===== src/rtl/host_cfg_sequencer_if.sv =====
// Descriptor stream plus host_controller bus between the host/DMA side and the sequencer.
// The master side feeds descriptors and abort. The slave side drives the array bus and status.
interface host_cfg_sequencer_if #(
  parameter int INST_W   = 48,
  parameter int PE_SEL_W = 13
);
  logic                         cfg_valid;
  logic                         cfg_ready;
  logic [63:0]                  cfg_data;
  logic                         abort;
  logic [INST_W+PE_SEL_W+1:0]   host_controller;
  logic                         busy;
  logic                         done;
  logic                         err;

  modport master (
    output cfg_valid, cfg_data, abort,
    input  cfg_ready, host_controller, busy, done, err
  );

  modport slave (
    input  cfg_valid, cfg_data, abort,
    output cfg_ready, host_controller, busy, done, err
  );
endinterface


===== src/rtl/host_cfg_sequencer.sv =====
// Replays config descriptors as one-cycle init_SPM / init_PE_array strobes on the CGRA host bus.
// A RUN descriptor then holds run high for a programmed number of cycles.
module host_cfg_sequencer #(
  parameter int INST_W    = 48,
  parameter int PE_SEL_W  = 13,
  parameter int RUN_CNT_W = 32
) (
  input  logic                clk,
  input  logic                rst,
  host_cfg_sequencer_if.slave bus
);
  localparam int HC_W = INST_W + PE_SEL_W + 2;

  typedef enum logic {IDLE, RUN} state_t;

  state_t                 state_q, state_d;
  logic [RUN_CNT_W-1:0]   cnt_q, cnt_d;
  logic [HC_W-1:0]        hc_q, hc_d;
  logic                   cfg_ready_q, cfg_ready_d;
  logic                   busy_q, busy_d;
  logic                   done_q, done_d;
  logic                   err_q, err_d;

  logic                   accept;
  logic [1:0]             op;
  logic [PE_SEL_W-1:0]    pe_mask;
  logic [INST_W-1:0]      payload;
  logic [RUN_CNT_W-1:0]   run_n;

  assign accept  = bus.cfg_valid & cfg_ready_q;
  assign op      = bus.cfg_data[63:62];
  assign pe_mask = bus.cfg_data[INST_W +: PE_SEL_W];
  assign payload = bus.cfg_data[INST_W-1:0];
  assign run_n   = bus.cfg_data[RUN_CNT_W-1:0];

  always_comb begin
    state_d     = state_q;
    cnt_d       = cnt_q;
    hc_d        = '0;
    cfg_ready_d = cfg_ready_q;
    busy_d      = busy_q;
    done_d      = 1'b0;
    err_d       = 1'b0;
    unique case (state_q)
      IDLE: begin
        cfg_ready_d = 1'b1;
        busy_d      = 1'b0;
        if (accept) begin
          unique case (op)
            2'b00: hc_d = {1'b0, 1'b1, {PE_SEL_W{1'b0}}, payload};
            2'b01: begin
              if (pe_mask == '0) err_d = 1'b1;
              else               hc_d  = {1'b0, 1'b0, pe_mask, payload};
            end
            2'b10: begin
              if (run_n == '0) begin
                done_d = 1'b1;
              end else begin
                state_d        = RUN;
                cnt_d          = run_n;
                hc_d[HC_W-1]   = 1'b1;
                busy_d         = 1'b1;
                cfg_ready_d    = 1'b0;
              end
            end
            default: err_d = 1'b1;
          endcase
        end
      end
      RUN: begin
        // cnt_q == 1 means the cycle now showing run is the last one
        if (bus.abort || cnt_q == RUN_CNT_W'(1)) begin
          state_d     = IDLE;
          cnt_d       = '0;
          busy_d      = 1'b0;
          done_d      = 1'b1;
          cfg_ready_d = 1'b1;
        end else begin
          cnt_d        = cnt_q - RUN_CNT_W'(1);
          hc_d[HC_W-1] = 1'b1;
          busy_d       = 1'b1;
          cfg_ready_d  = 1'b0;
        end
      end
      default: state_d = IDLE;
    endcase
  end

  always_ff @(posedge clk or posedge rst) begin
    if (rst) begin
      state_q     <= IDLE;
      cnt_q       <= '0;
      hc_q        <= '0;
      cfg_ready_q <= 1'b0;
      busy_q      <= 1'b0;
      done_q      <= 1'b0;
      err_q       <= 1'b0;
    end else begin
      state_q     <= state_d;
      cnt_q       <= cnt_d;
      hc_q        <= hc_d;
      cfg_ready_q <= cfg_ready_d;
      busy_q      <= busy_d;
      done_q      <= done_d;
      err_q       <= err_d;
    end
  end

  assign bus.cfg_ready       = cfg_ready_q;
  assign bus.host_controller = hc_q;
  assign bus.busy            = busy_q;
  assign bus.done            = done_q;
  assign bus.err             = err_q;
endmodule

===== src/flat_wrapper.sv =====
// flat-port wrapper written by rule: the top's interface ports become plain ports
module host_cfg_sequencer_flat 
#(
  parameter int INST_W    = 48,
  parameter int PE_SEL_W  = 13,
  parameter int RUN_CNT_W = 32
)
  (clk, rst, bus_cfg_valid, bus_cfg_data, bus_abort, bus_cfg_ready, bus_host_controller, bus_busy, bus_done, bus_err);
  host_cfg_sequencer_if #(.INST_W(INST_W), .PE_SEL_W(PE_SEL_W)) bus_i ();
  input  logic clk;
  input  logic rst;
  input wire logic [$bits(bus_i.cfg_valid)-1:0] bus_cfg_valid;
  input wire logic [$bits(bus_i.cfg_data)-1:0] bus_cfg_data;
  input wire logic [$bits(bus_i.abort)-1:0] bus_abort;
  output wire logic [$bits(bus_i.cfg_ready)-1:0] bus_cfg_ready;
  output wire logic [$bits(bus_i.host_controller)-1:0] bus_host_controller;
  output wire logic [$bits(bus_i.busy)-1:0] bus_busy;
  output wire logic [$bits(bus_i.done)-1:0] bus_done;
  output wire logic [$bits(bus_i.err)-1:0] bus_err;
  assign bus_i.cfg_valid = bus_cfg_valid;
  assign bus_i.cfg_data = bus_cfg_data;
  assign bus_i.abort = bus_abort;
  assign bus_cfg_ready = bus_i.cfg_ready;
  assign bus_host_controller = bus_i.host_controller;
  assign bus_busy = bus_i.busy;
  assign bus_done = bus_i.done;
  assign bus_err = bus_i.err;
  host_cfg_sequencer #(.INST_W(INST_W), .PE_SEL_W(PE_SEL_W), .RUN_CNT_W(RUN_CNT_W)) u_core (.clk(clk), .rst(rst), .bus(bus_i));
endmodule

===== config.mk =====
export PLATFORM = sky130hd
export DESIGN_NAME = host_cfg_sequencer_flat
export DESIGN_NICKNAME = d
export VERILOG_FILES = /design/src/rtl/host_cfg_sequencer_if.sv /design/src/rtl/host_cfg_sequencer.sv /design/src/flat_wrapper.sv
export SDC_FILE = /design/constraint.sdc
export NUM_CORES = 1
export LEC_CHECK = 0
export BUFFER_PORTS_ARGS = -buffer_cell sky130_fd_sc_hd__buf_4
export CORE_MARGIN = 3
export CORE_UTILIZATION = 40
export DETAILED_ROUTE_END_ITERATION = 10
export GPL_TIMING_DRIVEN = 1
export PLACE_DENSITY = 0.65
export SLEW_MARGIN = 20
export SYNTH_ARGS = -nofsm -noshare
export SYNTH_HDL_FRONTEND = slang
export SYNTH_SLANG_ARGS = --single-unit

===== constraint.sdc =====
create_clock -name clk -period 3.1 [get_ports clk]
set_input_delay 0.155 -clock clk [delete_from_list [all_inputs] [get_ports clk]]
set_output_delay 0.155 -clock clk [all_outputs]
set_load 0.01 [all_outputs]

Word-level counts from Yosys, hierarchy flattened
Cells that the tools add are included.

cells by class
  reductions and logical operators = 6
  mux-type cells = 28
  multipliers = 0
  bitwise logic cells = 2
  add/subtract/negate cells = 1
  div/mod/pow operators = 0
  shifts and indexed selects = 0
  $lt $le $gt $ge = 0
  eq/ne operators = 6

operators with widths
  cell                                                                     count
  32-bit 2-to-1 mux                                                        4
  62-bit one-hot mux with 2 select lines                                   1
  32-bit one-hot mux with 2 select lines                                   1
  63-bit 2-to-1 mux                                                        1
  62-bit 2-to-1 mux                                                        1
  61-bit 2-to-1 mux                                                        1
  32-bit by 1-bit equality test with 1-bit output (second input constant)  1
  32-bit zero test                                                         1
  32-bit by 1-bit subtractor with 32-bit output (second input constant)    1
  13-bit zero test                                                         1
  1-bit 2-to-1 mux                                                         13
  1-bit one-hot mux with 2 select lines                                    6
  2-bit != test (second input constant)                                    2
  3-bit AND reduction                                                      1
  2-bit by 1-bit equality test with 1-bit output (second input constant)   1
  2-bit equality test (second input constant)                              1
  2-bit zero test                                                          1
  2-bit by 1-bit != test with 1-bit output (second input constant)         1
  2-bit OR reduction                                                       1
  1-bit AND                                                                1
  1-bit logical OR                                                         1
  1-bit inverter                                                           1

storage, ports and cells
  memories kept = 0
  bits in read-only memories = 0
  memory bits (writable) = 0
  register bits after elaboration = 99
  logic and storage cells = 49
  latch bits = 0

Depth between registers and ports, before layout
Gate-level depths: netlist (run 1).

  depth after elaboration = 5
  gate-level depth with buffers = 10

Worst setup path before layout (run 1)
Ideal clock, no wire load.

  path kind = flip-flop to flip-flop
  start = register u_core.cnt_q[0]
  end = register u_core.cnt_q[30]
  cell stages (with the launch flop) = 9
  buffers on the path = 0
  data required time = 2,974 ps
  library setup time = 126 ps
  slack = 816 ps
  arrival time = 2,158 ps
  cells stage by stage = dfrtp_1 > inv_1 > ha_1 > or3b_2 > nor3_1 > nand3b_1 > nor3_1 > o21ai_0 > a221o_1

between the ends
  word-level cells in the longest chain between the ends = 4

ends and longest elaborated chain
  what                                                                                   line                       source
  start, declared                                                                        host_cfg_sequencer.sv:17   logic [RUN_CNT_W-1:0] cnt_q, cnt_d;
  start signal, assigned                                                                 host_cfg_sequencer.sv:100  cnt_q <= cnt_d;
  branches (longest 2 deep; another with 32-bit by 1-bit subtractor with 32-bit output)  -
  32-bit 2-to-1 mux *                                                                    host_cfg_sequencer.sv:72   if (bus.abort || cnt_q == RUN_CNT_W'(1)) begin
  32-bit one-hot mux with 2 select lines *                                               host_cfg_sequencer.sv:44   unique case (state_q)

Mark *: on every way between the ends.
A chain may end at the register's enable or synchronous reset.

Worst setup path in the final report (run 1)
  start = register u_core.cnt_q[24]
  end = register u_core.cnt_q[4]

between the ends
  word-level cells in the longest chain between the ends = 4

ends and longest elaborated chain
  what                                             line
  32-bit by 1-bit equality test with 1-bit output  host_cfg_sequencer.sv:72
  1-bit logical OR                                 host_cfg_sequencer.sv:72
  32-bit 2-to-1 mux                                host_cfg_sequencer.sv:72
  32-bit one-hot mux with 2 select lines           host_cfg_sequencer.sv:44

Every way passes these cells.

==> out/metrics.cfg, run 1 <==
[clocking]
cts_htree_levels=3
cts_buffer_depth=2
root_buffer=clkbuf_8
insertion_delay_ps=360
cts_tree=done
clk_pin_slew_ps=90
numCtsBuffers=9
cts_sinks=98

[sta]
fmax_mhz=361.6
drv_slew=0
setup_viol=0
period_share=0.8921
finalCriticalPeriod_ps=2765
worst_slew_pin_slew_ps=913.8
final-hold-violation-count=0
maxSlewHeadroom=0.3895
tns_ps=0
grt_setup_unrepaired=no
clock_skew_ps=7.951

[job]
cap_violations=0

[power]
p_switching_mw=1.533
ir_drop_mv=0.3428
p_int_mw=2.514
comb_power_share=0.374
seqPwrFrac=0.446
p_leak_nw=2.874
p_clk_frac=0.180
powerDensity_nw_per_um2=691.7
swShare=0.3788

[critical_path]
start_kind=register
cp_max_fo=15
r2r_start=u_core.cnt_q[24]$_DFFE_PP0P_
crit_start=u_core.cnt_q[24]$_DFFE_PP0P_
crit_path_end_kind=register
required_ps=3340
arrival_ps=3010
critPathKind=reg2reg

[global_route]
grt_antenna_before_repair=0
use_met3=0.02936
grt_pass1_vias=3564
busiest_layer=met2
grtUsageMet2=0.3163
grt_usage=0.1923
grt_pass1_wl_um=18020
gr-total-overflow=0
use_met1=0.2564
grt_max_degree=59

[synthesis]
synth.avg_cell_area_um2=10.85
synth_top_family_by_area=simple AND/OR/NAND/NOR gates
ys_ff_latch=98
async_flop_share=1.000
synth_edf_count=0
synth_xor_area_frac=0.01623
ys.warnings.count=0
syn_nets=468
synth_cell_types=54
synth_fa_ha_area_frac=0.005797
yosys.area_share.simple=0.2354
synth-compound-area-share=0.1151
synthesis.area_um2=4317
synth_cells=398
synthMuxAreaShare=0.02551
yosysSeqAreaShare=0.5681
ys.flop_type=dfrtp_1

[placed_design]
place_congestion=0.8629
post-dp-hpwl_um=8204
port_buffers=133

[floorplan]
die_h_um=109.9
io_pins=135
die_w_um=109.9
start_util=0.4144
dieArea_um2=12070
core-area_um2=10420
placementRows=37

[cells_and_area]
drive_gt1_frac=0.2926
mostFrequentLayoutCells=buf_4 (140), dfrtp_1 (98), and2_1 (62)
postLayoutCoreUtil=0.5617
num-nets-final=624
n_antenna_cell=0
mostFrequentLayoutCell=buf_4
syn_to_final_growth_pct=35.54

[hold_path]
hold_start=bus_cfg_data[37]
hold_class=in2reg

[detailed_routing]
via_per_inst=5.242
drt_iter0_markers=184
vias=3633
routedWlPerCell_um=16.42
drtAntennaViolNets=0
first_pass_iters=4
drc=0
drt-total-wl_um=11380

[run_status]
status=finished, final reports clean

==> layer usage <==
| metal | share of wire | vias to the layer above |
|---|---|---|
| li1 | - | 1732 |
| met1 | 0.44 | 1737 |
| met2 | 0.48 | 149 |
| met3 | 0.062 | 15 |
| met4 | 0.017 | 0 |
| met5 | 0 | - |
==> Yosys cell counts, types with 9 or more instances <==
master	n	area, µm²
mux2i_1	11	110.1
nor2_1	17	63.81
o21ai_0	18	90.09
nand2_1	16	60.06
and2_1	62	387.9
a21oi_1	14	70.07
clkbuf_1	11	41.29
inv_1	14	52.55
dfrtp_1	98	2452
nor3_1	14	70.07
o22ai_1	9	56.30
nor4_1	28	175.2
==> cells by family (layout without fill, tap and decap cells) <==
group | after synthesis | count (layout)
AO/OA/AOI/OAI | 75 | 75
XOR/XNOR | 8 | 8
adder cells (fa/ha/maj) | 2 | 2
buffers and inverters | 32 | 191
flip-flops | 98 | 98
multiplexers | 11 | 11
AND/OR/NAND/NOR | 172 | 172
==> stage by stage <==
step	std cells	setup slack [ps]	hold slack [ps]	power (mW)	area, µm²
finish	693	334.6	15.34	4.047	5851
global route	693	123.8	0.7915	4.332	5851
CTS	693	354.6	1.740	4.073	5851
detailed placement	656	376.6	324.0	3.311	5460
global placement	656	419.4	318.8	3.272	5458
floorplan	398	382.9	221.4	2.782	4317
==> final cells by class <==
type / instances / area [µm²]
fill: 910 / 4566
multi-input combinational: 268 / 1732
timing repair buffer: 163 / 1281
clock buffer: 12 / 145.1
clock inverter: 2 / 15.01
tap: 136 / 170.2
inverter: 14 / 55.05
sequential: 98 / 2452
==> flip-flops by register name, summed over array words and instances, names as in the netlist <==
name,flops
u_core.cnt_q,32
u_core.bus.done,1
u_core.bus.err,1
u_core.bus.cfg_ready,1
u_core.bus.host_controller,63
==> power by group through the flow <==
| stage | clock (mW) | sequential (mW) | combinational (mW) |
|---|---|---|---|
| after global placement | 0 | 1.82 | 1.46 |
| final | 0.728 | 1.81 | 1.51 |
| after detailed placement | 0 | 1.82 | 1.49 |
| after CTS | 0.757 | 1.80 | 1.52 |
| after floorplan | 0 | 1.79 | 0.990 |
| after global routing | 0.810 | 1.85 | 1.67 |
==> worst max-delay path, cell delays in order, from the launching register on <==
cell and delay [ps]:
dfrtp_1 460, nor4_4 370, or4b_4 540, nor3_2 210, or2_1 500, buf_4 250, a21oi_1 40, a221o_1 260
==> final timing paths <==
check / to / slack (ps) / depth (start not counted)
worst min-delay path: u_core.bus.host_controller[37]$_DFF_PP0_ / 20 / 2
worst min register to register: u_core.cnt_q[30]$_DFFE_PP0P_ / 540 / 1
worst max register to register: u_core.cnt_q[4]$_DFFE_PP0P_ / 330 / 7
worst max-delay path: u_core.cnt_q[4]$_DFFE_PP0P_ / 330 / 7
max in group asynchronous: u_core.bus.host_controller[8]$_DFF_PP0_ / 1870 / 4
min in group asynchronous: u_core.cnt_q[0]$_DFFE_PP0P_ / 470 / 3
==> timing repair <==
action | 4_1_cts | 5_1_grt
resized for setup | 0 | 0
hold buffers | 23 | 0
hold endpoints to repair | 78 | 0
setup buffers | 0 | 0
setup endpoints to repair | 0 | 0
Note: power is estimated with default switching activity, not from simulation.
==> run 2, diff against run 1 <==
--- a/config.mk
+++ b/config.mk
@@ -11,7 +11,7 @@
 export DETAILED_ROUTE_END_ITERATION = 10
 export GPL_TIMING_DRIVEN = 1
 export PLACE_DENSITY = 0.65
-export SLEW_MARGIN = 20
+export RECOVER_POWER = 50
 export SYNTH_ARGS = -nofsm -noshare
 export SYNTH_HDL_FRONTEND = slang
 export SYNTH_SLANG_ARGS = --single-unit
==> run 2 against run 1 <==
  * The run now ends with capacitance limit, slew limit left
  * Critical path depth is the same
  * Sequential power is essentially flat
  * First-iteration DRC count grew 19%
  * Hold slack gained 2.0 ps
  * Routed wire length grew 0.62%
  * Via count grew 0.47%
  * Sequential share of layout area grew 1.5 points
==> out/metrics.cfg, run 2 (same netlist as run 1, synthesis figures left out) <==
[sta]
fmax_mhz=360.6
grt_setup_unrepaired=no
tns_ps=0
worst_slew_pin_slew_ps=2155
setup_viol=0
drv_slew=59
clock_skew_ps=8.801
final-hold-violation-count=0
setup_ws_ps=327.2
period_share=0.8945
finalCriticalPeriod_ps=2773
maxSlewHeadroom=-0.4383

[clocking]
insertion_delay_ps=360
postCtsSetupBuffers=0
cts_buffer_depth=2
clk_pin_slew_ps=90
cts_sinks=98
root_buffer=clkbuf_8
cts_resized=0
numCtsBuffers=9
ctsHoldBuffers=24
cts_htree_levels=3
cts_tree=done

[detailed_routing]
drt_iter0_markers=219
routedWlPerCell_um=16.50
vias=3650
drt-total-wl_um=11450
drtAntennaViolNets=0
first_pass_iters=4
via_per_inst=5.259
drc=0

[floorplan]
core-area_um2=10420
die_w_um=109.9
dieArea_um2=12070
start_util=0.4144
io_pins=135
die_h_um=109.9
placementRows=37

[global_route]
gr-total-overflow=0
grt_pass1_wl_um=18060
grt_pass1_vias=3589
grt_max_degree=59
grt_usage=0.1928
grt_antenna_before_repair=0

[critical_path]
slowest_delay_ps=540
cp_max_fo=15
critPathKind=reg2reg
path_delay_family=simple AND/OR/NAND/NOR gates
required_ps=3340
start_kind=register
path_buf_inv=1
crit_path_end_kind=register
crit_path_cell_trace=nor4_4 > or4b_4 > nor3_2 > or2_1 > buf_4 > a21oi_1 > a221o_1
arrival_ps=3010
slowest_stage=or4b_4

[cells_and_area]
syn_to_final_growth_pct=30.75
mostFrequentLayoutCells=dfrtp_1 (98), buf_4 (74), clkbuf_1 (66)
n_antenna_cell=0
drive_gt1_frac=0.1738
largest_register_ffs=63
mostFrequentLayoutCell=dfrtp_1
num-nets-final=625

[run_status]
status=finished, violations left
violations=capacitance limit, slew limit

[power]
powerDensity_nw_per_um2=722.1
ir_drop_mv=0.3984
p_leak_nw=2.626

[job]
cap_violations=1

[placed_design]
port_buffers=133
pre_cts_ws_ps=364.2
place_congestion=0.8629
post-dp-hpwl_um=8198

[hold_path]
hold_class=in2reg

==> run 2: cell types whose count changed in the layout (fill, tap and decap cells not counted), sizes merged <==
cell	delta
clkinvlp	-1
clkbuf	+66
dlygate4sd3	+1
bufinv	+1
buf	-66
==> run 2: layout make-up <==
class | count | area (µm²)
Inverter | 14 | 52.55
Multi-Input combinational cell | 268 | 1729
Tap cell | 136 | 170.2
Clock inverter | 2 | 37.54
Clock buffer | 12 | 155.1
Sequential cell | 98 | 2452
Fill cell | 1011 | 4772
Timing Repair Buffer | 164 | 1047
==> run 2: final timing paths <==
path | startpoint | to | slack [ps] | depth (start not counted)
max in group asynchronous | rst | u_core.bus.host_controller[21]$_DFF_PP0_ | 740 | 4
worst min register to register | u_core.cnt_q[30]$_DFFE_PP0P_ | u_core.cnt_q[30]$_DFFE_PP0P_ | 550 | 1
worst max register to register | u_core.cnt_q[24]$_DFFE_PP0P_ | u_core.cnt_q[4]$_DFFE_PP0P_ | 330 | 7
worst max-delay path | u_core.cnt_q[24]$_DFFE_PP0P_ | u_core.cnt_q[4]$_DFFE_PP0P_ | 330 | 7
min in group asynchronous | rst | u_core.bus.host_controller[44]$_DFF_PP0_ | 1090 | 3
worst min-delay path | bus_cfg_data[51] | u_core.bus.host_controller[51]$_DFF_PP0_ | 20 | 2
==> run 2: worst register-to-register path, delay by kind of cell, from the launching register on <==
family,cells,cell delay (ps)
AO/OA/AOI/OAI,2,300
flip-flops,1,460
AND/OR/NAND/NOR,4,1640
buffers and inverters,1,250
==> run 2: metrics by stage <==
step	instance area [µm²]	total power, mW	instances	utilization	hold WS [ps]
after floorplan	4317	2.782	398	-	221.4
after global placement	5458	3.272	656	0.5240	318.8
after detailed placement	5458	3.314	656	0.5240	325.6
after CTS	5891	4.181	694	0.5655	0.05421
after global routing	5644	4.368	694	0.5419	8.731
final	5644	4.076	694	0.5419	17.32
==> run 2: power breakdown <==
part,switching (mW),internal [mW],total (mW)
Combinational,0.833,0.618,1.45
Clock,0.410,0.409,0.819
Sequential,0.279,1.53,1.81
Total,1.52,2.55,4.08
==> run 2: routing by layer <==
metal  vias to the layer above  part of all wire  global-route usage  routed length, µm
li1                       1736                 -                   -                  -
met5                         -                 0                   0                  0
met4                         0             0.016             0.07213                180
met2                       136              0.48              0.3189               5510
met1                      1764              0.43              0.2534               4960
met3                        14             0.070             0.03230                800
==> run 3, diff against run 2 <==
--- a/config.mk
+++ b/config.mk
@@ -6,6 +6,7 @@
 export NUM_CORES = 1
 export LEC_CHECK = 0
 export BUFFER_PORTS_ARGS = -buffer_cell sky130_fd_sc_hd__buf_4
+export CORE_ASPECT_RATIO = 1.1
 export CORE_MARGIN = 3
 export CORE_UTILIZATION = 40
 export DETAILED_ROUTE_END_ITERATION = 10
==> run 3 against run 2 <==
  * Critical path type unchanged
  * Cell count fell by 1.6%
  * Register-to-register slack improved by 250 ps
  * Non-clock buffer count fell by 20
  * The run still ends with capacitance limit, slew limit left
  * Sequential power barely moved
  * Final area fell by 0.84%
  * Power rose by 7.6%
  * Via count fell by 2.0%
  * Maximum frequency rose by 9.8%
  * Clock-buffer cell count did not move
  * Utilization fell by 0.59 points
==> out/metrics.cfg, run 3 (same netlist as run 1, synthesis figures left out) <==
[power]
powerDensity_nw_per_um2=783.5
power_mw=4.385
ir_drop_mv=0.3201
p_leak_nw=2.648

[cells_and_area]
mostFrequentLayoutCells=dfrtp_1 (98), buf_4 (92), and2_1 (62)
n_fill_cell=983
mostFrequentLayoutCell=dfrtp_1
drive_gt1_frac=0.2148
syn_to_final_growth_pct=29.65
multiInputGateArea_um2=1729
n_antenna_cell=0
register_area_um2=2452
largest_register_ffs=63
num-nets-final=605

[detailed_routing]
met1_length_um=4884
via_per_inst=5.236
drtAntennaViolNets=0
drt_iter0_markers=208
top_layer_used=met4
routedWlPerCell_um=16.45
vias=3576
drc=0
wl_met2_um=5446
wl_met3_um=730
first_pass_iters=4
drt-total-wl_um=11240

[global_route]
grt_max_degree=83
grt_pass1_vias=3509
grt_pass1_wl_um=18170
gr-total-overflow=0
grt_usage=0.1903
grt_antenna_before_repair=0

[critical_path]
r2r_start=u_core.cnt_q[24]$_DFFE_PP0P_
critPathKind=reg2reg
reg2reg_to=u_core.cnt_q[17]$_DFFE_PP0P_
ff2ff_path_depth=7
start_kind=register
arrival_ps=2750
cp_max_fo=18
path_buf_inv=1
slowest_stage=or4b_4
required_ps=3330
reg2reg_slack_ps=570
crit_path_end_kind=register
crit_path_cell_trace=nor4_4 > or4b_4 > nor3_2 > buf_4 > nor2_4 > a32o_1 > a22o_1
path_delay_family=simple AND/OR/NAND/NOR gates
slowest_delay_ps=540
crit_start=u_core.cnt_q[24]$_DFFE_PP0P_

[clocking]
cts_tree=done
insertion_delay_ps=340
cts_resized=0
cts_htree_levels=3
numCtsBuffers=9
root_buffer=clkbuf_16
cts_buffer_depth=2
clk_pin_slew_ps=70
cts_sinks=98

[floorplan]
dieArea_um2=12080
io_pins=135
die_w_um=105.1
placementRows=39
start_util=0.4134
core-area_um2=10440
die_h_um=115.0

[sta]
drv_slew=83
grt_setup_unrepaired=no
setup_ws_ps=574.4
fmax_mhz=395.9
finalCriticalPeriod_ps=2526
tns_ps=0
period_share=0.8147
setup_viol=0
maxSlewHeadroom=-0.1094
worst_slew_pin_slew_ps=1664
final-hold-violation-count=0
clock_skew_ps=4.516

[hold_path]
whs_endpoint=u_core.bus.host_controller[32]$_DFF_PP0_
whs_path_depth=2
hold_class=in2reg
hold_start=bus_cfg_data[32]

[placed_design]
port_buffers=133
post-dp-hpwl_um=8085
place_congestion=0.8466
pre_cts_ws_ps=630.9

[run_status]
status=finished, violations left
violations=capacitance limit, slew limit

[job]
cap_violations=1

run 3: routing by layer:
metal / up-vias / track usage
met1: 1738 / 0.2463
li1: 1698 / -
met3: 14 / 0.04155
met2: 126 / 0.3149
met4: 0 / 0.07437
met5: - / 0
run 3: through the flow:
stage / utilization / instances / instance area, µm² / hold slack [ps]
after CTS: 0.5542 / 683 / 5787 / 10.63
after global routing: 0.5359 / 683 / 5597 / 10.82
after detailed placement: 0.5256 / 666 / 5489 / 356.8
after global placement: 0.5256 / 666 / 5489 / 350.2
final: 0.5359 / 683 / 5597 / 20.60
after floorplan: - / 398 / 4317 / 221.4
run 3: cell type report:
class	count	share of cell area
Sequential cell	98	0.4382
Multi-Input combinational cell	268	0.3090
Timing Repair Buffer	144	0.1601
Clock buffer	12	0.04225
Tap cell	143	0.03197
Inverter	14	0.009390
Clock inverter	4	0.009166
run 3: timing repair:
| item | CTS | global route |
|---|---|---|
| endpoints found under the hold margin | 1 | 0 |
| setup buffers | 0 | 0 |
| hold buffers | 1 | 0 |
run 3: power breakdown:
part | leakage (nW) | internal (mW) | switching [mW]
logic | 1.19 | 0.650 | 0.839
registers | 1.32 | 1.53 | 0.269
clock network | 0.137 | 0.628 | 0.469
total | 2.65 | 2.81 | 1.58
run 3: worst max-delay path by stage:
stage / slack (ps) / to / depth (start not counted)
finish: 570 / u_core.cnt_q[17]$_DFFE_PP0P_ / 7
global route: 460 / u_core.cnt_q[31]$_DFFE_PP0P_ / 6
CTS: 610 / u_core.cnt_q[17]$_DFFE_PP0P_ / 7
detailed placement: 630 / u_core.cnt_q[17]$_DFFE_PP0P_ / 7
global placement: 680 / u_core.cnt_q[17]$_DFFE_PP0P_ / 7
floorplan: 380 / u_core.bus.cfg_ready$_DFF_PP0_ / 1
